`src/rtl/uart_pkg.sv`:
```
// Shared UART definitions: receiver state encoding and the baud divider helper
// also used by the transmitter.
package uart_pkg;

    typedef enum logic [2:0] {
        IDLE,
        START,
        DATA,
        STOP,
        BREAK
    } rx_state_e;

    function automatic int unsigned baud_cnt(input int unsigned sys_clk,
                                             input int unsigned baud);
        return sys_clk / baud - 1;
    endfunction

endpackage

```
`src/rtl/uart_sync.sv`:
```
// Two-flop synchronizer for the asynchronous RX pin; resets to the idle level (1).
module uart_sync (
    input  logic clock,
    input  logic nRst,
    input  logic i_async,
    output logic o_sync
);

    logic r_meta;
    logic r_sync;

    always_ff @(posedge clock) begin
        if (!nRst) begin
            r_meta <= 1'b1;
            r_sync <= 1'b1;
        end else begin
            r_meta <= i_async;
            r_sync <= r_meta;
        end
    end

    assign o_sync = r_sync;

endmodule

```
`src/rtl/uart_rx.sv`:
```
// 8N1 UART receiver: mid-bit sampling, valid/ready byte output, sticky framing and
// overrun flags, and an interrupt that ORs the three status flags.
module uart_rx
    import uart_pkg::*;
#(
    parameter int unsigned SYS_CLK = 50000000,
    parameter int unsigned BAUD    = 9600
) (
    input  logic       clock,
    input  logic       nRst,
    input  logic       RX,
    output logic [7:0] rx_data,
    output logic       rx_valid,
    input  logic       rx_ready,
    input  logic       err_clr,
    output logic       frame_err,
    output logic       overrun,
    output logic       interrupt
);

    localparam int unsigned BIT_CNT  = baud_cnt(SYS_CLK, BAUD);
    localparam int unsigned HALF_CNT = BIT_CNT / 2;

    logic        w_rx_s;
    rx_state_e   r_state;
    rx_state_e   w_state_nxt;
    logic [31:0] r_cnt;
    logic [31:0] w_cnt_nxt;
    logic [2:0]  r_bit;
    logic [2:0]  w_bit_nxt;
    logic [7:0]  r_shift;
    logic [7:0]  w_shift_nxt;
    logic        w_load;
    logic        w_ferr_set;
    logic        w_ovr_set;
    logic [7:0]  r_data;
    logic        r_valid;
    logic        r_ferr;
    logic        r_ovr;

    uart_sync u_sync (
        .clock   (clock),
        .nRst    (nRst),
        .i_async (RX),
        .o_sync  (w_rx_s)
    );

    always_ff @(posedge clock) begin
        if (!nRst) begin
            r_state <= IDLE;
            r_cnt   <= 32'd0;
            r_bit   <= 3'd0;
            r_shift <= 8'd0;
        end else begin
            r_state <= w_state_nxt;
            r_cnt   <= w_cnt_nxt;
            r_bit   <= w_bit_nxt;
            r_shift <= w_shift_nxt;
        end
    end

    always_comb begin
        w_state_nxt = r_state;
        w_cnt_nxt   = r_cnt + 32'd1;
        w_bit_nxt   = r_bit;
        w_shift_nxt = r_shift;
        w_load      = 1'b0;
        w_ferr_set  = 1'b0;
        unique case (r_state)
            IDLE: begin
                w_cnt_nxt = 32'd0;
                if (!w_rx_s) w_state_nxt = START;
            end
            START: begin
                // Re-check the start bit at its midpoint; a high line here was a glitch.
                if (r_cnt == HALF_CNT) begin
                    w_cnt_nxt = 32'd0;
                    if (!w_rx_s) begin
                        w_state_nxt = DATA;
                        w_bit_nxt   = 3'd0;
                    end else begin
                        w_state_nxt = IDLE;
                    end
                end
            end
            DATA: begin
                if (r_cnt == BIT_CNT) begin
                    w_cnt_nxt   = 32'd0;
                    w_shift_nxt = {w_rx_s, r_shift[7:1]};
                    if (r_bit == 3'd7) w_state_nxt = STOP;
                    else               w_bit_nxt   = r_bit + 3'd1;
                end
            end
            STOP: begin
                if (r_cnt == BIT_CNT) begin
                    w_cnt_nxt = 32'd0;
                    if (w_rx_s) begin
                        w_load      = 1'b1;
                        w_state_nxt = IDLE;
                    end else begin
                        w_ferr_set  = 1'b1;
                        w_state_nxt = BREAK;
                    end
                end
            end
            BREAK: begin
                // Hold off until the line returns high so a stuck-low RX cannot retrigger.
                w_cnt_nxt = 32'd0;
                if (w_rx_s) w_state_nxt = IDLE;
            end
            default: begin
                w_cnt_nxt   = 32'd0;
                w_state_nxt = IDLE;
            end
        endcase
    end

    assign w_ovr_set = w_load & r_valid & ~rx_ready;

    always_ff @(posedge clock) begin
        if (!nRst) begin
            r_data  <= 8'd0;
            r_valid <= 1'b0;
            r_ferr  <= 1'b0;
            r_ovr   <= 1'b0;
        end else begin
            if (w_load) begin
                r_data  <= r_shift;
                r_valid <= 1'b1;
            end else if (r_valid && rx_ready) begin
                r_valid <= 1'b0;
            end
            // A new error event takes priority over a clear in the same cycle.
            r_ferr <= w_ferr_set | (r_ferr & ~err_clr);
            r_ovr  <= w_ovr_set | (r_ovr & ~err_clr);
        end
    end

    assign rx_data   = r_data;
    assign rx_valid  = r_valid;
    assign frame_err = r_ferr;
    assign overrun   = r_ovr;
    assign interrupt = r_valid | r_ferr | r_ovr;

endmodule

```
`config.mk`:
```
export PLATFORM = sky130hd
export DESIGN_NAME = uart_rx
export DESIGN_NICKNAME = d
export VERILOG_FILES = /design/src/rtl/uart_pkg.sv /design/src/rtl/uart_sync.sv /design/src/rtl/uart_rx.sv
export SDC_FILE = /design/constraint.sdc
export NUM_CORES = 1
export LEC_CHECK = 0
export BUFFER_PORTS_ARGS = -buffer_cell sky130_fd_sc_hd__buf_4
export CORE_MARGIN = 5
export CORE_UTILIZATION = 50
export CTS_BUF_LIST = sky130_fd_sc_hd__clkbuf_8
export DETAILED_ROUTE_END_ITERATION = 6
export GPL_ROUTABILITY_DRIVEN = 0
export HOLD_SLACK_MARGIN = 0.05
export PLACE_DENSITY = 0.68
export SYNTH_ARGS = -nofsm -noshare
export SYNTH_HDL_FRONTEND = slang
export SYNTH_HIERARCHICAL = 1
export SYNTH_SLANG_ARGS = --single-unit
```
`constraint.sdc`:
```
create_clock -name clock -period 2.5 [get_ports clock]
set_input_delay 0.25 -clock clock [delete_from_list [all_inputs] [get_ports clock]]
set_output_delay 0.25 -clock clock [all_outputs]
set_load 0.005 [all_outputs]
```
Word level (Yosys, flattened, before mapping)
Cells that the tools add are included.
{"block": "word_totals", "regBits": 59, "latch_bits": 0, "mem_bits_rw": 0, "romBits": 0, "inputBits": 5, "word_cells": 70, "mem_count": 0}
{"block": "classes", "add_sub_neg": 2, "multipliers": 0, "div": 0, "n_lt_le_gt_ge": 0, "eq_ne": 15, "n_shift": 0, "mux": 25, "bitwise_logic": 10, "n_reduce_logical": 8}
{"operator": "2-to-1 mux 32 bit", "count": 2}
{"operator": "case mux 32 bit (2 select lines)", "count": 1}
{"operator": "2-to-1 mux 3 bit", "count": 11}
{"operator": "adder 32 x 1 -> 32 bit (second input constant)", "count": 1}
{"operator": "equality test 32 x 12 -> 1 bit (second input constant)", "count": 1}
{"operator": "equality test 32 x 13 -> 1 bit (second input constant)", "count": 1}
{"operator": "case mux 3 bit (5 select lines)", "count": 1}
{"operator": "!= test 2 bit (second input constant)", "count": 7}
{"operator": "2-to-1 mux 1 bit", "count": 8}
{"operator": "equality test 3 x 2 -> 1 bit (second input constant)", "count": 2}
{"operator": "equality test 3 bit (second input constant)", "count": 2}
{"operator": "case mux 3 bit (2 select lines)", "count": 1}
{"operator": "AND reduction 6 bit", "count": 1}
{"operator": "AND reduction 5 bit", "count": 1}
{"operator": "bitwise AND 1 bit", "count": 4}
{"operator": "OR 1 bit", "count": 4}
{"operator": "nonzero test 2 bit", "count": 2}
{"operator": "adder 3 x 1 -> 3 bit (second input constant)", "count": 1}
{"operator": "equality test 3 x 1 -> 1 bit (second input constant)", "count": 1}
{"operator": "logical NOT 3 bit", "count": 1}
{"operator": "2-to-1 mux 2 bit", "count": 1}
{"operator": "!= test 2 x 1 -> 1 bit (second input constant)", "count": 1}
{"operator": "NOT 1 bit", "count": 2}
{"operator": "AND reduction 2 bit", "count": 1}
{"operator": "other kinds (2)", "count": 2}

Longest topological paths before layout
{"block": "logic_depth", "ltp_word": 6, "ltp_mapped": 7, "ltp_nobuf": 6}

Hierarchy
Netlist, hierarchy kept.
{"module": "uart_rx", "instances": 1, "cells_each": 291, "area_per_inst_um2": 2680.1, "seq_area_each_um2": 1141.1}
{"module": "uart_sync", "instances": 1, "cells_each": 4, "area_per_inst_um2": 52.6, "seq_area_each_um2": 40.0}

Worst setup path before layout
Ideal clock, no wire load.
{"block": "synth_path", "path_type": "register to register", "startpoint": "register r_cnt[13]", "endpoint": "register r_shift[0]", "setup_time_ps": 117, "t_arrival_ps": 1745, "required_time_ps": 2383, "path_slack_ps": 637, "stages_incl_launch_ff": 6, "synth_period_minus_slack_ps": 1863, "cell_sequence": "dfxtp_1 -> nor4_4 -> nand4_4 -> nor4_4 -> mux2i_1 -> nor2_1"}
{"block": "synth_between", "elab_chain_len": 2}
{"item": "start, declared", "line_no": "uart_rx.sv:27", "text": "logic [31:0] r_cnt;"}
{"item": "start signal, assigned", "line_no": "uart_rx.sv:56", "text": "r_cnt <= w_cnt_nxt;"}
{"item": "equality test 32 x 13 -> 1 bit", "line_no": "uart_rx.sv:87", "text": "if (r_cnt == BIT_CNT) begin"}
{"item": "AND reduction 2 bit (no source line)"}
{"item": "end signal, assigned", "line_no": "uart_rx.sv:58", "text": "r_shift <= w_shift_nxt;"}
{"item": "end, declared", "line_no": "uart_rx.sv:31", "text": "logic [7:0] r_shift;"}
No other way between the ends.
A chain may end at the register's enable or synchronous reset.

Worst setup path after layout
{"block": "layout_path", "startpoint": "register r_cnt[24]", "endpoint": "register r_cnt[30]"}
{"block": "layout_between", "elab_chain_len": 3, "elab_cells_between_ends": 6}
{"item": "adder 32 x 1 -> 32 bit, or another cell as far along", "line_no": "uart_rx.sv:64", "text": "w_cnt_nxt = r_cnt + 32'd1;"}
{"item": "2-to-1 mux 32 bit, on equally long branches", "line_no": "uart_rx.sv:87, uart_rx.sv:95, uart_rx.sv:76"}
{"item": "case mux 32 bit (2 select lines) (*)", "line_no": "uart_rx.sv:69", "text": "unique case (r_state)"}
Every way passes the cells marked *; elsewhere a longest branch is shown, timed or not.

==> results.toml <==
[synthesis]
synthCells = 295
synth_top_area_share_pct = 43.2
synth_edf_count = 0
synth_flop_cell = "dfxtp_1"
ys_types = 39
yosysSeqAreaShare_pct = 43.2
syn_nets = 303
synth_top_cell_by_area = "dfxtp_1"
yosys-top-cells-area = "dfxtp_1 43%, xor2_1 7.7%, nor2_1 7.6%"
synthArstFlopShare_pct = 0
yosys.cell_count.top_type = "dfxtp_1"
synth.avg_cell_area_sq_um = 9.26
synthesis.area_sq_mm = 0.00273
synthTopCellsByCount = "59 x dfxtp_1, 55 x nor2_1, 24 x xor2_1"
ys_ff_latch = 59
ys_warn_count = 6

[sta]
fin_crit_ns = 2.07
fin_crit_sh_pct = 83.0
relSlewSlack_pct = 55.6
hold_slack_ns = 0.0950
drv_slew = 0
worst_pin_slew_ns = 0.665
finalHoldViolations = 0
rsz0062_at_grt = "no"
finalWorstSetupSlack_ns = 0.426
fmax_mhz = 482
finClkSkew_ns = 0.00926
fin_tns_setup_ns = 0
finalSetupViolations = 0

[pwr]
swShare_pct = 22.1
p_leak_nw = 1.16
switchingPower_w = 0.000434
p_per_area_mw_per_mm2 = 623
seqPwrFrac_pct = 48.4
p_clk_share_pct = 49.4
intPower_w = 0.00153
p_comb_share_pct = 2.2
ir_drop_mv = 0.391

[grt]
grt_max_degree = 33
grt_pass1_vias = 1941
antenna_found_initial = 0
grt_first_pass_wirelength_mm = 8.96
overflow = 0
track_usage_pct = 15.7

[drt]
drt-pass1-iter-count = 4
drc = 0
vias = 2088
wl_mm = 5.12
vias_per_cell = 5.33
antenna_left = 0
wl_per_cell_microns = 13.0
drt_iter0_markers = 106

[worst_setup_path]
reg2reg_slack_ns = 0.43
cp.arrival_ns = 2.29
worstPathMaxFanout = 32
r2r_cells = 6
cp.required_ns = 2.72
timing.rr.end = "r_cnt[30]"
reg2reg_from = "r_cnt[24]"
start_kind = "flop"
path_class = "reg2reg"
cp-end-kind = "flop"

[run_status]
status = "complete, no violations"

[die]
initial_core_util_pct = 50.6
fp-row-count = 27
dieArea_sq_mm = 0.00704
coreArea_sq_mm = 0.00541
io_pins = 17
die_h_microns = 83.9
die_x_microns = 83.9

[hold_path]
holdCritPathClass = "in2reg"
hold_start = "RX"
hold-path-endpoint = "u_sync/r_meta"
min_path_cells = 2

[layout]
postLayoutCellArea_sq_mm = 0.00315
antenna_cells = 0
final_nets = 323
synthToLayoutAreaGrowth_pct = 15.3
drive_gt1_share_pct = 15.0
fill_cells = 503

[clock_tree]
hold_buffers = 0
clock_sinks = 59
cts_resized = 0
cts_root_buffer = "clkbuf_8"
numCtsBuffers = 9
postCtsSetupBuffers = 0
cts_max_level = 3
clkTransAtPathRegs_ns = 0.07
clk_path_buf_depth = 2
cts_tree = "yes"
clock_latency_ns = 0.34

[flow_run]
cap_viol_max_count = 0

[placed_design]
portBuffers = 16
dp_worst_setup_slack_ns = 0.403
dpl.hpwl_mm = 3.46
placed_cell_area_sq_mm = 0.00293
layout by cell type (no fill, tap or decap), drive strengths merged:
master,netlist,routed
nand4b,1,1
a21oi,5,5
inv,4,6
o31ai,4,4
a211o,1,1
or3,4,4
o22ai,1,1
nor3,8,8
a311o,1,1
and3b,1,1
o21ai,2,2
clkbuf,4,9
nor2,55,55
and3,7,7
and2,3,3
dfxtp,59,59
xor2,24,24
and4bb,2,2
nand3b,1,1
a211oi,1,1
o211ai,1,1
nand3,11,11
clkinv,0,3
bufinv,0,2
mux2i,20,20
nand4,14,14
nand2,16,16
nor4,8,8
nand2b,6,6
nor4bb,2,2
a22oi,1,1
xnor2,6,6
ha,3,3
nor2b,3,3
and4,7,7
buf,9,22
critical path: stages, from the launching register on:
cell     delay, ns
dfxtp_1       0.37
nor4_2        0.35
nand2_1       0.27
o31ai_1       0.38
a211o_1       0.17
buf_4         0.30
a21oi_1       0.09
power groups by stage:
stage	Clock (W)	Combinational, W	Sequential (W)
after global placement	0	0.0000438	0.000971
after CTS	0.000996	0.0000438	0.000949
after floorplan	0	0.0000314	0.000969
after global routing	0.00104	0.0000489	0.000950
after detailed placement	0	0.0000436	0.000971
final	0.000970	0.0000429	0.000950
sequential cells by signal, summed over array words and instances, names as in the netlist, 3 cells and up:
| name | cells |
|---|---|
| r_bit | 3 |
| r_cnt | 32 |
| r_shift | 8 |
| r_state | 3 |
| rx_data | 8 |
layout make-up:
cell class / count / area, sq um / area share (%)
flip-flops and latches: 59 / 1180 / 37.5
repair buffers: 22 / 165 / 5.24
multi-input cells: 219 / 1480 / 46.8
clock inverters: 7 / 100 / 3.18
well taps: 72 / 90.1 / 2.86
clock buffers: 9 / 124 / 3.93
inverters: 4 / 15.0 / 0.476
logic make-up after synthesis:
kind of cell               after synthesis  share of synthesized area, %
AOI/OAI and AO/OA                       17                          4.12
xor gates and xnor gates                30                          9.62
adders and majority gates                3                          1.37
buffers and inverters                   17                          2.98
DFF                                     59                          43.2
muxes                                   20                          7.33
and+or+nand+nor                        149                          31.4
per-layer routing:
metal / vias to the layer above / track usage, % / share of wire, %
met5: - / 0 / 0
met4: 0 / 8.33 / 2.4
met3: 9 / 4.84 / 4.8
met2: 37 / 23.8 / 44
met1: 969 / 19.9 / 49
li1: 1073 / - / -
through the flow:
| stage | std cells | total power (W) | utilization (%) |
|---|---|---|---|
| 2_1_floorplan | 295 | 0.00100 | - |
| 3_3_place_gp | 376 | 0.00101 | 54.2 |
| 3_5_place_dp | 376 | 0.00101 | 54.2 |
| 4_1_cts | 392 | 0.00199 | 58.3 |
| 5_1_grt | 392 | 0.00204 | 58.3 |
| 6_report | 392 | 0.00196 | 58.3 |
worst max-delay path by stage:
stage                         start    endpoint  slack [ns]  depth (start not counted)
after global placement    r_cnt[24]   r_cnt[27]        0.51                          6
final                     r_cnt[24]   r_cnt[30]        0.43                          6
after global routing      r_cnt[24]   r_cnt[21]        0.21                          6
after floorplan           r_cnt[13]  r_shift[0]        0.64                          5
after CTS                 r_cnt[24]   r_cnt[30]        0.39                          6
after detailed placement  r_cnt[24]   r_cnt[15]        0.40                          6
No activity file was read; power rests on OpenSTA's default activity.
